$ cat config.mk
export PLATFORM = sky130hd
export DESIGN_NAME = core_memory_arbiter
export DESIGN_NICKNAME = d
export VERILOG_FILES = /design/src/rtl/core_memory_arbiter.sv
export SDC_FILE = /design/constraint.sdc
export NUM_CORES = 1
export LEC_CHECK = 0
export BUFFER_PORTS_ARGS = -buffer_cell sky130_fd_sc_hd__buf_2
export CAP_MARGIN = 20
export CORE_AREA = 2 2 266 268
export DETAILED_ROUTE_END_ITERATION = 12
export DIE_AREA = 0 0 268 270
export SYNTH_ARGS = -nofsm -noshare
export SYNTH_HDL_FRONTEND = slang
export SYNTH_SLANG_ARGS = --single-unit
$ cat constraint.sdc
create_clock -name clk -period 7.1 [get_ports clk]
set_input_delay 0.355 -clock clk [delete_from_list [all_inputs] [get_ports clk]]
set_output_delay 0.355 -clock clk [all_outputs]
set_load 0.03 [all_outputs]
$ cat src/rtl/core_memory_arbiter.sv
// rtl/core_memory_arbiter.sv - per-core arbiter for the shared memory bus port
//
// Purpose:
//   Shares one memory bus port between fetch (requester 0), load (1) and
//   store (2). One transaction is outstanding at a time. The granted request
//   is latched and stamped with bus ID {CORE_ID, requester index}. The
//   response, or a forced error response on timeout, is routed back to the
//   owner.
//
// Ports:
//   clk, rst_n                      core clock, asynchronous active-low reset
//   req_valid/req_ready             per-requester request handshake (ready is a one-cycle accept)
//   req_write/req_addr/req_wdata    per-requester request fields (slice i belongs to requester i)
//   rsp_valid/rsp_ready             per-requester response handshake
//   rsp_data/rsp_error              shared response payload and timeout flag
//   mem_req_*                       request channel towards the memory bus
//   mem_rsp_valid/id/data           response channel from the memory bus
//   id_mismatch                     sticky flag: a response with a foreign ID was seen
//
// Configuration:
//   ARB_FETCH_PRIORITY_EN  when defined, fetch wins whenever it is valid and
//                          loads/stores round-robin among themselves. When not
//                          defined, all requesters share one round-robin order.

module core_memory_arbiter #(
  parameter int NUM_REQ        = 3,
  parameter int ADDR_W         = 64,
  parameter int DATA_W         = 64,
  parameter int ID_W           = 8,
  parameter int CORE_ID        = 0,
  parameter int TIMEOUT_CYCLES = 1024
) (
  input  logic                      clk,
  input  logic                      rst_n,
  input  logic [NUM_REQ-1:0]        req_valid,
  output logic [NUM_REQ-1:0]        req_ready,
  input  logic [NUM_REQ-1:0]        req_write,
  input  logic [NUM_REQ*ADDR_W-1:0] req_addr,
  input  logic [NUM_REQ*DATA_W-1:0] req_wdata,
  output logic [NUM_REQ-1:0]        rsp_valid,
  input  logic [NUM_REQ-1:0]        rsp_ready,
  output logic [DATA_W-1:0]         rsp_data,
  output logic                      rsp_error,
  output logic                      mem_req_valid,
  input  logic                      mem_req_ready,
  output logic                      mem_req_write,
  output logic [ADDR_W-1:0]         mem_req_addr,
  output logic [DATA_W-1:0]         mem_req_wdata,
  output logic [ID_W-1:0]           mem_req_id,
  input  logic                      mem_rsp_valid,
  input  logic [ID_W-1:0]           mem_rsp_id,
  input  logic [DATA_W-1:0]         mem_rsp_data,
  output logic                      id_mismatch
);

  // The low two ID bits carry the requester index, the rest carry CORE_ID.
  localparam int                IDX_W    = 2;
  localparam int                CNT_W    = $clog2(TIMEOUT_CYCLES) + 1;
  localparam logic [CNT_W-1:0]  CNT_LAST = CNT_W'(TIMEOUT_CYCLES - 1);
  localparam logic [ID_W-1:0]   ID_BASE  = ID_W'(CORE_ID << IDX_W);

  typedef enum logic [1:0] {
    S_IDLE,
    S_ISSUE,
    S_WAIT_RSP,
    S_DELIVER
  } state_t;

  state_t               state_q;
  logic [IDX_W-1:0]     grant_q;
  logic [IDX_W-1:0]     rr_last_q;
  logic [CNT_W-1:0]     tmo_cnt_q;
  logic                 mem_req_valid_q;
  logic                 mem_req_write_q;
  logic [ADDR_W-1:0]    mem_req_addr_q;
  logic [DATA_W-1:0]    mem_req_wdata_q;
  logic [ID_W-1:0]      mem_req_id_q;
  logic [NUM_REQ-1:0]   rsp_valid_q;
  logic [DATA_W-1:0]    rsp_data_q;
  logic                 rsp_error_q;
  logic                 id_mismatch_q;

  logic                 win_any_d;
  logic [IDX_W-1:0]     win_idx_d;
  logic [IDX_W-1:0]     cand_d;
  logic [IDX_W-1:0]     rr_next_d;
  logic                 own_rsp_d;

  // Requester index 'step' positions after 'last' in the circular order.
  function automatic logic [IDX_W-1:0] rr_cand(input logic [IDX_W-1:0] last, input int step);
    return IDX_W'((int'(last) + step) % NUM_REQ);
  endfunction

  function automatic logic [NUM_REQ-1:0] onehot(input logic [IDX_W-1:0] idx);
    return {{(NUM_REQ-1){1'b0}}, 1'b1} << idx;
  endfunction

  // Winner selection: first valid requester after the last one served.
  always_comb begin
    win_any_d = 1'b0;
    win_idx_d = '0;
    cand_d    = '0;
    for (int k = 1; k <= NUM_REQ; k++) begin
      cand_d = rr_cand(rr_last_q, k);
      if (!win_any_d && req_valid[cand_d]) begin
        win_any_d = 1'b1;
        win_idx_d = cand_d;
      end
    end
`ifdef ARB_FETCH_PRIORITY_EN
    // Fetch overrides the rotation; rr_last never points at fetch, so the
    // rotation above only alternates loads and stores.
    if (req_valid[0]) begin
      win_any_d = 1'b1;
      win_idx_d = '0;
    end
`endif
  end

`ifdef ARB_FETCH_PRIORITY_EN
  assign rr_next_d = (grant_q == '0) ? rr_last_q : grant_q;
`else
  assign rr_next_d = grant_q;
`endif

  // The accept pulse is decoded from IDLE state so that the request is
  // latched in the same cycle it is acknowledged and mem_req_valid follows
  // one cycle later.
  assign req_ready = (state_q == S_IDLE && win_any_d) ? onehot(win_idx_d) : '0;

  assign own_rsp_d = mem_rsp_valid && (mem_rsp_id == mem_req_id_q);

  always_ff @(posedge clk or negedge rst_n) begin
    if (!rst_n) begin
      state_q         <= S_IDLE;
      grant_q         <= '0;
      rr_last_q       <= IDX_W'(NUM_REQ - 1);
      tmo_cnt_q       <= '0;
      mem_req_valid_q <= 1'b0;
      mem_req_write_q <= 1'b0;
      mem_req_addr_q  <= '0;
      mem_req_wdata_q <= '0;
      mem_req_id_q    <= '0;
      rsp_valid_q     <= '0;
      rsp_data_q      <= '0;
      rsp_error_q     <= 1'b0;
      id_mismatch_q   <= 1'b0;
    end else begin
      case (state_q)
        S_IDLE: begin
          if (win_any_d) begin
            grant_q         <= win_idx_d;
            mem_req_write_q <= req_write[win_idx_d];
            mem_req_addr_q  <= req_addr[int'(win_idx_d)*ADDR_W +: ADDR_W];
            mem_req_wdata_q <= req_wdata[int'(win_idx_d)*DATA_W +: DATA_W];
            mem_req_id_q    <= ID_BASE | ID_W'(win_idx_d);
            mem_req_valid_q <= 1'b1;
            state_q         <= S_ISSUE;
          end
        end

        S_ISSUE: begin
          // Latched fields stay put until the bus takes them.
          if (mem_req_ready) begin
            mem_req_valid_q <= 1'b0;
            tmo_cnt_q       <= '0;
            state_q         <= S_WAIT_RSP;
          end
        end

        S_WAIT_RSP: begin
          if (own_rsp_d) begin
            // A matching response wins even in the final timeout cycle.
            rsp_data_q  <= mem_rsp_data;
            rsp_error_q <= 1'b0;
            rsp_valid_q <= onehot(grant_q);
            rr_last_q   <= rr_next_d;
            state_q     <= S_DELIVER;
          end else begin
            if (mem_rsp_valid) begin
              id_mismatch_q <= 1'b1;
            end
            if (tmo_cnt_q == CNT_LAST) begin
              rsp_data_q  <= '0;
              rsp_error_q <= 1'b1;
              rsp_valid_q <= onehot(grant_q);
              rr_last_q   <= rr_next_d;
              state_q     <= S_DELIVER;
            end else begin
              tmo_cnt_q <= tmo_cnt_q + CNT_W'(1);
            end
          end
        end

        S_DELIVER: begin
          if (rsp_ready[grant_q]) begin
            rsp_valid_q <= '0;
            state_q     <= S_IDLE;
          end
        end

        default: begin
          state_q <= S_IDLE;
        end
      endcase
    end
  end

  assign mem_req_valid = mem_req_valid_q;
  assign mem_req_write = mem_req_write_q;
  assign mem_req_addr  = mem_req_addr_q;
  assign mem_req_wdata = mem_req_wdata_q;
  assign mem_req_id    = mem_req_id_q;
  assign rsp_valid     = rsp_valid_q;
  assign rsp_data      = rsp_data_q;
  assign rsp_error     = rsp_error_q;
  assign id_mismatch   = id_mismatch_q;

endmodule
==> impl_metrics.yaml, run 1 <==
critical_path:
  path_max_fanout: 37
  worstSetupPathType: "flip-flop to output pin"
  arrival_ps: 4150
  worstReg2RegEnd: "mem_req_addr[8]"
  slowest_delay_ps: 850
  r2r_cells: 9
  crit_slowest_cell: "or3_1"
  cp_data_required_time_ps: 6740
  r2r-start: "rr_last_q[1]"
  start_kind: "flip-flop"
  path_cells: "ha_1 > mux2i_1 > o21ai_1 > a221oi_1 > or3_1 > nand2_4 > nor2_1 > buf_2"
  worstSetupStartpoint: "rr_last_q[1]"
  end_kind: "output pin"
  reg2reg_slack_ps: 2950
routing:
  ant_nets: 0
  routed_wl_microns: 51000
  wire_per_inst_microns: 18.8
  viasPerCell: 4.17
  vias: 11300
  drt_iter0_markers: 653
  drtPass1Iterations: 5
  drc_errors: 0
floorplanning:
  die_area_sq_mm: 0.0724
  start_util: 0.154
  ios: 679
  die_w_microns: 268
  fp-row-count: 97
  die_h_microns: 270
  core_area_sq_mm: 0.0695
pwr:
  p_per_area_mw_per_mm2: 367
  p_seq_frac: 0.310
  power_switching_uw: 2740
  pwr-share-comb: 0.443
  p_leak_uw: 0.00800
  switching_share: 0.447
  peakVddDrop_mv: 0.184
  power.share.clock: 0.246
  p_int_uw: 3390
global_routing:
  grt_antenna_before_repair: 28
  grtUsageTotal: 0.132
  grt_pass1_wl_microns: 71600
  grt-ovfl-total: 0
  grt_max_degree: 109
  grt_pass1_vias: 11200
clock_tree:
  cts_max_level: 1
  cts_root_buf: "clkbuf_16"
  cts_buffer_depth: 3
  cts_tree: "built"
  cts_resized: 0
  clkLatencyLatePin_ps: 570
  cts_buffers: 28
  clk_pin_slew_ps: 60
  cts.sinks: 216
synth:
  postSynthAreaPerCell_sq_um: 10.3
  synth_flop_cell: "dfrtp_1"
  yosysWarnings: 0
  synth_area_sq_mm: 0.0107
  async_flop_share: 1.00
  synthTopCellsByArea: "dfrtp_1 50%, mux2i_1 13%, a32oi_1 9.2%"
  synth_cell_types: 53
  synth.largest_area_cell: "dfrtp_1"
  seq_area_frac_synth: 0.504
  synthCells: 1046
  ys_ff_latch: 216
  synth_edf_count: 0
  yosys.area.top_type_share: 0.502
hold_path:
  hold_path.class: "input port to flip-flop"
  min_to: "mem_req_addr[20]"
  min_from: "req_addr[148]"
  holdPathStages: 3
sta:
  hold_violations: 0
  post-route-min-period_ps: 4500
  fmax_ghz: 0.222
  relSlewSlack: 0.203
  slew_violations: 0
  clock_skew_ps: 12.5
  tightest_slew_ps: 1200
  fin_crit_sh: 0.634
  setup_tns_ps: 0
  rsz0062_at_grt: "no"
  fin_hold_ws_ps: 23.8
  setup_viol: 0
final_layout:
  nNetsFinal: 2219
  utilization: 0.240
  syn2layout_area_growth_pct: 55.9
  drive_above_1_share: 0.428
placed_design:
  dpl.hpwl_microns: 38200
  portBuffers: 672
  globalplace.congestion: 0.842
run:
  maxCapViolations: 0
run_status:
  status: "finished clean"
[sequential cells by signal (all words and copies together) (netlist names)]
register       count
id_mismatch        1
mem_req_wdata     64
rsp_error          1
rr_last_q          2
mem_req_write      1
mem_req_valid      1
mem_req_id         2
rsp_valid          3
mem_req_addr      64
tmo_cnt_q         11
state_q            2
rsp_data          64
[synth_stat cells (6+ instances only)]
| master | instances |
|---|---|
| o21ai_1 | 70 |
| o21ai_0 | 113 |
| inv_1 | 11 |
| nand3_1 | 7 |
| buf_2 | 39 |
| clkbuf_1 | 43 |
| nor2_1 | 28 |
| a32oi_1 | 113 |
| buf_1 | 6 |
| mux2_2 | 8 |
| buf_4 | 6 |
| nand2_1 | 140 |
| mux2i_1 | 135 |
| ha_1 | 9 |
| dfrtp_1 | 215 |
| nor3_1 | 19 |
| a211oi_1 | 18 |
[what timing repair did]
item,in CTS,in global routing
endpoints found under the hold margin,158,0
hold buffers,73,0
buffers inserted,0,0
setup endpoints to repair,0,0
[worst max-delay path by stage]
| stage | end | slack, ps | cells past startpoint |
|---|---|---|---|
| 3_5_place_dp | mem_req_addr[8] | 2900 | 9 |
| 2_1_floorplan | req_ready[2] | 4110 | 8 |
| 3_3_place_gp | mem_req_addr[47] | 2970 | 9 |
| 4_1_cts | req_ready[0] | 2460 | 8 |
| 5_1_grt | req_ready[0] | 2320 | 8 |
| 6_report | req_ready[0] | 2600 | 8 |
[critical path: cells and delay by family (launching register included)]
| family | cells | cell delay (ps) |
|---|---|---|
| and+or+nand+nor | 3 | 1650 |
| AOI/OAI and AO/OA | 2 | 690 |
| buffers and inverters | 1 | 240 |
| muxes | 1 | 210 |
| DFF | 1 | 560 |
| adders and majority gates | 1 | 230 |
[logic make-up (layout without fill, tap and decap cells)]
logic type	Yosys count	in the layout	synth area share
adders and majority gates	9	9	0.0105
other	1	15	0.000350
AOI/OAI and AO/OA	339	339	0.209
and+or+nand+nor	221	221	0.0893
muxes	144	144	0.136
buffers and inverters	111	821	0.0468
DFF	216	216	0.504
xor gates and xnor gates	5	5	0.00408
[cells in the final DEF (no fill, tap or decap), types with 6 or more instances in the layout]
cell type	synthesis	final
clkbuf_16	0	28
diode_2	0	9
a211oi_1	18	18
dfrtp_1	215	215
nand3_1	7	7
nor2_1	28	28
dlygate4sd3_1	0	73
buf_2	39	671
o21ai_1	70	70
nand2_1	140	139
ha_1	9	9
nor3_1	19	18
inv_1	11	11
buf_4	6	13
conb_1	1	6
mux2i_1	135	135
o21ai_0	113	113
a32oi_1	113	113
mux2_2	8	8
[area by class of cell]
| type | instances | area [sq um] |
|---|---|---|
| fill | 7494 | 52800 |
| sequential | 216 | 5410 |
| multi-input combinational | 724 | 4870 |
| timing repair buffer | 760 | 4240 |
| tap | 940 | 1180 |
| clock buffer | 36 | 771 |
| clock inverter | 14 | 195 |
| inverter | 11 | 41.3 |
| antenna | 9 | 22.5 |
[power groups by stage]
stage / combinational (uW) / sequential [uW] / clock (uW)
6_report: 2720 / 1900 / 1510
3_5_place_dp: 2730 / 1910 / 0
2_1_floorplan: 991 / 2640 / 0
5_1_grt: 2930 / 1950 / 1610
4_1_cts: 2750 / 1900 / 1560
3_3_place_gp: 2710 / 1910 / 0
[through the flow]
step | power (uW) | area (sq um) | std cells | setup slack (ps)
3_5_place_dp | 4630 | 15000 | 2578 | 2900
6_report | 6130 | 16700 | 2710 | 2600
3_3_place_gp | 4620 | 15000 | 2578 | 2970
4_1_cts | 6220 | 16700 | 2701 | 2460
5_1_grt | 6490 | 16700 | 2708 | 2320
2_1_floorplan | 3640 | 10700 | 1051 | 4110
[layer usage]
layer  GRT usage  part of all wire
met2       0.226              0.48
met3      0.0532             0.099
met5           0            0.0020
met1       0.145              0.38
met4      0.0522             0.035
(Power assumes the default switching activity.)
==> run 2: changes to the inputs <==
--- a/config.mk
+++ b/config.mk
@@ -7,9 +7,9 @@
 export LEC_CHECK = 0
 export BUFFER_PORTS_ARGS = -buffer_cell sky130_fd_sc_hd__buf_2
 export CAP_MARGIN = 20
-export CORE_AREA = 2 2 266 268
+export CORE_AREA = 2 2 265 267
 export DETAILED_ROUTE_END_ITERATION = 12
-export DIE_AREA = 0 0 268 270
+export DIE_AREA = 0 0 267 269
 export SYNTH_ARGS = -nofsm -noshare
 export SYNTH_HDL_FRONTEND = slang
 export SYNTH_SLANG_ARGS = --single-unit
==> constraint.sdc (replaced) <==
create_clock -name clk -period 4.2 [get_ports clk]
set_input_delay 0.21 -clock clk [delete_from_list [all_inputs] [get_ports clk]]
set_output_delay 0.21 -clock clk [all_outputs]
set_load 0.03 [all_outputs]
==> run 2 against run 1 <==
Effect of this change:
- via count grew 11%
- die area is 0.74% lower
- flip-flop and latch count did not move
- clock-buffer cell count up 8
- worst hold slack worse by 20 ps
- cell count is 9.4% higher
- wire length is 6.5% higher
- combinational power rose by 120%
- design area increased by 16%
- clock skew increased by 1.7 ps
- sequential share of layout area fell by 4.4 points
==> impl_metrics.yaml, run 2 (synthesized netlist as in run 1, its figures left out) <==
run_status:
  status: "finished clean"
global_routing:
  grt_antenna_before_repair: 18
  grt-ovfl-total: 0
  grt_pass1_vias: 12600
  grt_pass1_wl_microns: 75900
  grt_max_degree: 130
  grtUsageTotal: 0.139
sta:
  setup_viol: 0
  relSlewSlack: 0.433
  rsz0062_at_grt: "no"
  tightest_slew_ps: 847
  clock_skew_ps: 14.3
  post-route-min-period_ps: 3970
  fin_crit_sh: 0.945
  hold_violations: 0
  setup_tns_ps: 0
  fmax_ghz: 0.252
  slew_violations: 0
  fin_hold_ws_ps: 4.04
critical_path:
  worstSetupPathType: "flip-flop to flip-flop"
  reg2reg_slack_ps: 230
  cp_data_required_time_ps: 4640
  start_kind: "flip-flop"
  path_max_fanout: 32
  end_kind: "flip-flop"
  arrival_ps: 4410
pwr:
  peakVddDrop_mv: 0.351
  power_switching_uw: 4890
  power.share.clock: 0.211
  switching_share: 0.425
  p_total_uw: 11500
  p_per_area_mw_per_mm2: 596
  p_seq_frac: 0.281
  pwr-share-comb: 0.508
  p_leak_uw: 0.00920
  p_int_uw: 6620
routing:
  vias: 12500
  viasPerCell: 4.23
  wire_per_inst_microns: 18.3
  drc_errors: 0
  drtPass1Iterations: 5
  routed_wl_microns: 54400
  drt_iter0_markers: 673
  ant_nets: 0
clock_tree:
  clk_pin_slew_ps: 60
  cts_tree: "built"
  clkLatencyLatePin_ps: 570
  cts_root_buf: "clkbuf_16"
  cts_buffer_depth: 3
  cts.sinks: 216
  cts_max_level: 1
  cts_buffers: 27
final_layout:
  final_common_cell: "buf_2"
  syn2layout_area_growth_pct: 80.1
  final_cell_mix: "671 x buf_2, 319 x dlygate4sd3_1, 215 x dfrtp_1"
  n_fill_cell: 7268
  nNetsFinal: 2476
  drive_above_1_share: 0.378
  final_cells: 2966
floorplanning:
  die_h_microns: 269
  ios: 679
  fp-row-count: 97
  die_area_sq_mm: 0.0718
  die_w_microns: 267
  core_area_sq_mm: 0.0693
  start_util: 0.155
placed_design:
  dpl.cell_count: 2582
  dpl.hpwl_microns: 38400
  portBuffers: 672
  globalplace.congestion: 0.879
run:
  maxCapViolations: 0
hold_path:
  hold_path.class: "input port to flip-flop"
## run 2: cell types whose count changed in the layout (fill, tap and decap cells not counted), sizes merged, moves of 2 or more
cell and change:
dlygate4sd3 +246, buf +11, clkbuf +8, clkinv -4
bufinv -2, diode -2
## run 2: final cells by class
type | instances | area, sq um | share of cell area
inverters | 11 | 41.3 | 0.00214
diodes | 7 | 17.5 | 0.000906
clock buffers | 44 | 830 | 0.0429
flip-flops and latches | 216 | 5410 | 0.280
repair buffers | 1017 | 6890 | 0.356
well taps | 940 | 1180 | 0.0609
multi-input cells | 725 | 4880 | 0.253
clock inverters | 6 | 87.6 | 0.00453
## run 2: power groups by stage
stage               Combinational, uW  Sequential [uW]  Clock, uW
global route                     6270             3310       2600
detailed placement               4730             3240          0
global placement                 4670             3240          0
CTS                              5820             3220       2520
finish                           5850             3230       2430
floorplan                        1680             4470          0
## run 2: path summary, 6_finish.rpt
kind                                  start           endpoint  cells after the start
max reg2reg                    rr_last_q[1]   mem_req_addr[32]                     10
min in group asynchronous             rst_n       rsp_data[15]                      2
min                           req_wdata[24]  mem_req_wdata[24]                      3
min reg2reg                mem_req_wdata[4]   mem_req_wdata[4]                      2
max in group asynchronous             rst_n  mem_req_wdata[25]                      3
max                            rr_last_q[1]   mem_req_addr[32]                     10
## run 2: through the flow
stage / area [sq um] / utilization / setup slack, ps
after floorplan: 10700 / - / 1360
after global placement: 15100 / 0.218 / 1090
after detailed placement: 15100 / 0.218 / 1110
after CTS: 19200 / 0.277 / 272
after global routing: 19300 / 0.279 / 78.4
final: 19300 / 0.279 / 232
## run 2: timing repair
action,CTS,global route
hold buffers,319,0
buffers inserted,0,7
endpoints found under the setup margin,0,1
gates resized for setup,0,2
endpoints found under the hold margin,262,0
## run 2: worst max-delay path, cell delays in order, from the launching register on
cell and delay (ps):
dfstp_2 550, ha_1 280, inv_1 230, mux2i_1 160, o21ai_1 480, a21o_4 350, buf_12 280, mux2i_1 240
dlygate4sd3_1 570, a211oi_1 70, dlygate4sd3_1 600
## run 2: routing by layer
| metal | part of all wire | global-route usage | routed length [microns] | vias to the layer above |
|---|---|---|---|---|
| li1 | - | - | - | 5809 |
| met1 | 0.39 | 0.160 | 21300 | 6011 |
| met3 | 0.096 | 0.0455 | 5230 | 105 |
| met2 | 0.48 | 0.241 | 26100 | 608 |
| met5 | 0.0012 | 0 | 67 | - |
| met4 | 0.031 | 0.0477 | 1700 | 10 |
==> run 3: changes to the inputs <==
--- a/config.mk
+++ b/config.mk
@@ -7,9 +7,13 @@
 export LEC_CHECK = 0
 export BUFFER_PORTS_ARGS = -buffer_cell sky130_fd_sc_hd__buf_2
 export CAP_MARGIN = 20
-export CORE_AREA = 2 2 265 267
+export CELL_PAD_IN_SITES_DETAIL_PLACEMENT = 1
+export CELL_PAD_IN_SITES_GLOBAL_PLACEMENT = 2
+export CORE_AREA = 2 2 264 266
+export CTS_CLUSTER_SIZE = 20
 export DETAILED_ROUTE_END_ITERATION = 12
-export DIE_AREA = 0 0 267 269
+export DIE_AREA = 0 0 266 268
+export PLACE_DENSITY_LB_ADDON = 0.1
 export SYNTH_ARGS = -nofsm -noshare
 export SYNTH_HDL_FRONTEND = slang
 export SYNTH_SLANG_ARGS = --single-unit
==> run 3 against run 2 <==
Effect of this change:
- non-clock buffer count down 10
- register-to-register slack better by 170 ps
- worst hold slack improved by 39 ps
- largest cell class unchanged
==> impl_metrics.yaml, run 3 (synthesized netlist as in run 1, its figures left out) <==
sta:
  setup_tns_ps: 0
  timing.final.ws_setup_ps: 403
  post-route-min-period_ps: 3800
  fin_crit_sh: 0.904
  slew_violations: 0
  setup_viol: 0
  hold_violations: 0
  relSlewSlack: 0.407
  rsz0062_at_grt: "no"
  fmax_ghz: 0.263
  tightest_slew_ps: 889
  clock_skew_ps: 20.3
pwr:
  peakVddDrop_mv: 0.256
  p_per_area_mw_per_mm2: 611
  p_leak_uw: 0.00918
global_routing:
  grt_max_degree: 130
  grt_pass1_vias: 13700
  grt_pass1_wl_microns: 87800
  grt-ovfl-total: 0
  grtUsageTotal: 0.163
  grt_antenna_before_repair: 9
routing:
  routed_wl_microns: 60400
  drc_errors: 0
  wire_per_inst_microns: 20.9
  vias: 12300
  viasPerCell: 4.24
  drtPass1Iterations: 4
  ant_nets: 0
  drt_iter0_markers: 532
placed_design:
  dpl.hpwl_microns: 44800
  portBuffers: 672
  globalplace.congestion: 0.787
  pre_cts_ws_ps: 1150
critical_path:
  path_max_fanout: 59
  reg2reg_slack_ps: 400
  r2r_cells: 10
  start_kind: "flip-flop"
  worstSetupPathType: "flip-flop to flip-flop"
  r2r-start: "rr_last_q[1]"
  cp_data_required_time_ps: 4660
  arrival_ps: 4250
  worstReg2RegEnd: "mem_req_addr[61]"
  end_kind: "flip-flop"
hold_path:
  holdPathStages: 3
  hold_path.class: "input port to flip-flop"
  min_to: "mem_req_wdata[54]"
  min_from: "req_wdata[54]"
floorplanning:
  ios: 679
  die_w_microns: 266
  core_area_sq_mm: 0.0682
  die_h_microns: 268
  die_area_sq_mm: 0.0713
  start_util: 0.157
  fp-row-count: 96
final_layout:
  nNetsFinal: 2468
  drive_above_1_share: 0.373
  regArea_sq_mm: 0.00541
  syn2layout_area_growth_pct: 79.0
  n_fill_cell: 8024
  final_common_cell: "buf_2"
  multi_input_area_sq_mm: 0.00487
  final_cell_mix: "671 x buf_2, 320 x dlygate4sd3_1, 215 x dfrtp_1"
clock_tree:
  cts_buffer_depth: 3
  clk_pin_slew_ps: 50
  cts.sinks: 216
  cts_tree: "built"
  cts_resized: 0
  cts_max_level: 1
  cts_buffers: 30
  clkLatencyLatePin_ps: 580
  cts_root_buf: "clkbuf_16"
run:
  maxCapViolations: 0
run_status:
  status: "finished clean"
[run 3: worst max-delay path by stage]
stage | start | cells past startpoint | end | slack [ps]
floorplan | rr_last_q[1] | 8 | req_ready[2] | 1360
global placement | rr_last_q[1] | 9 | mem_req_wdata[60] | 1200
detailed placement | rr_last_q[1] | 9 | mem_req_wdata[60] | 1150
CTS | rr_last_q[1] | 10 | mem_req_addr[61] | 390
global route | rr_last_q[1] | 10 | mem_req_wdata[35] | 160
finish | rr_last_q[1] | 10 | mem_req_addr[61] | 400
[run 3: power breakdown]
| group | leakage [uW] | total, uW | internal (uW) | switching (uW) |
|---|---|---|---|---|
| combinational | 0.00624 | 5980 | 2380 | 3600 |
| sequential | 0.00246 | 3210 | 2780 | 432 |
| clock | 0.000474 | 2550 | 1530 | 1020 |
[run 3: per-stage QoR]
step	hold slack [ps]	area (sq um)	power, uW	instances	util
floorplan	-85.6	10700	6150	1051	-
global placement	297	15000	8110	2520	0.220
detailed placement	302	15000	8150	2520	0.220
CTS	0.575	19200	11900	2895	0.281
global route	30.2	19200	12500	2898	0.281
finish	43.5	19200	11700	2899	0.281
[run 3: worst max-delay path: stages, from the launching register on]
cell           delay (ps)
dfstp_2               550
ha_1                  280
inv_1                 220
mux2i_1               150
o21ai_0               250
a21o_4                320
buf_12                330
mux2i_1               230
dlygate4sd3_1         580
o21ai_1                60
dlygate4sd3_1         580
[run 3: area by class of cell]
class                   count  area share
repair buffers           1007       0.354
flip-flops and latches    216       0.282
multi-input cells         724       0.254
well taps                 882      0.0575
clock buffers              51      0.0480
clock inverters             4     0.00235
inverters                  11     0.00215
diodes                      4    0.000521
[run 3: layer usage]
| metal | global-route usage | vias to the layer above | routed length [microns] |
|---|---|---|---|
| li1 | - | 5784 | - |
| met1 | 0.172 | 6003 | 22000 |
| met2 | 0.304 | 396 | 31900 |
| met3 | 0.0476 | 96 | 4090 |
| met4 | 0.0641 | 8 | 2450 |
| met5 | 0 | - | 46 |
[run 3: repair_timing]
| action | CTS | global route |
|---|---|---|
| hold buffers | 320 | 0 |
| hold endpoints to repair | 285 | 0 |
| setup buffers | 0 | 0 |
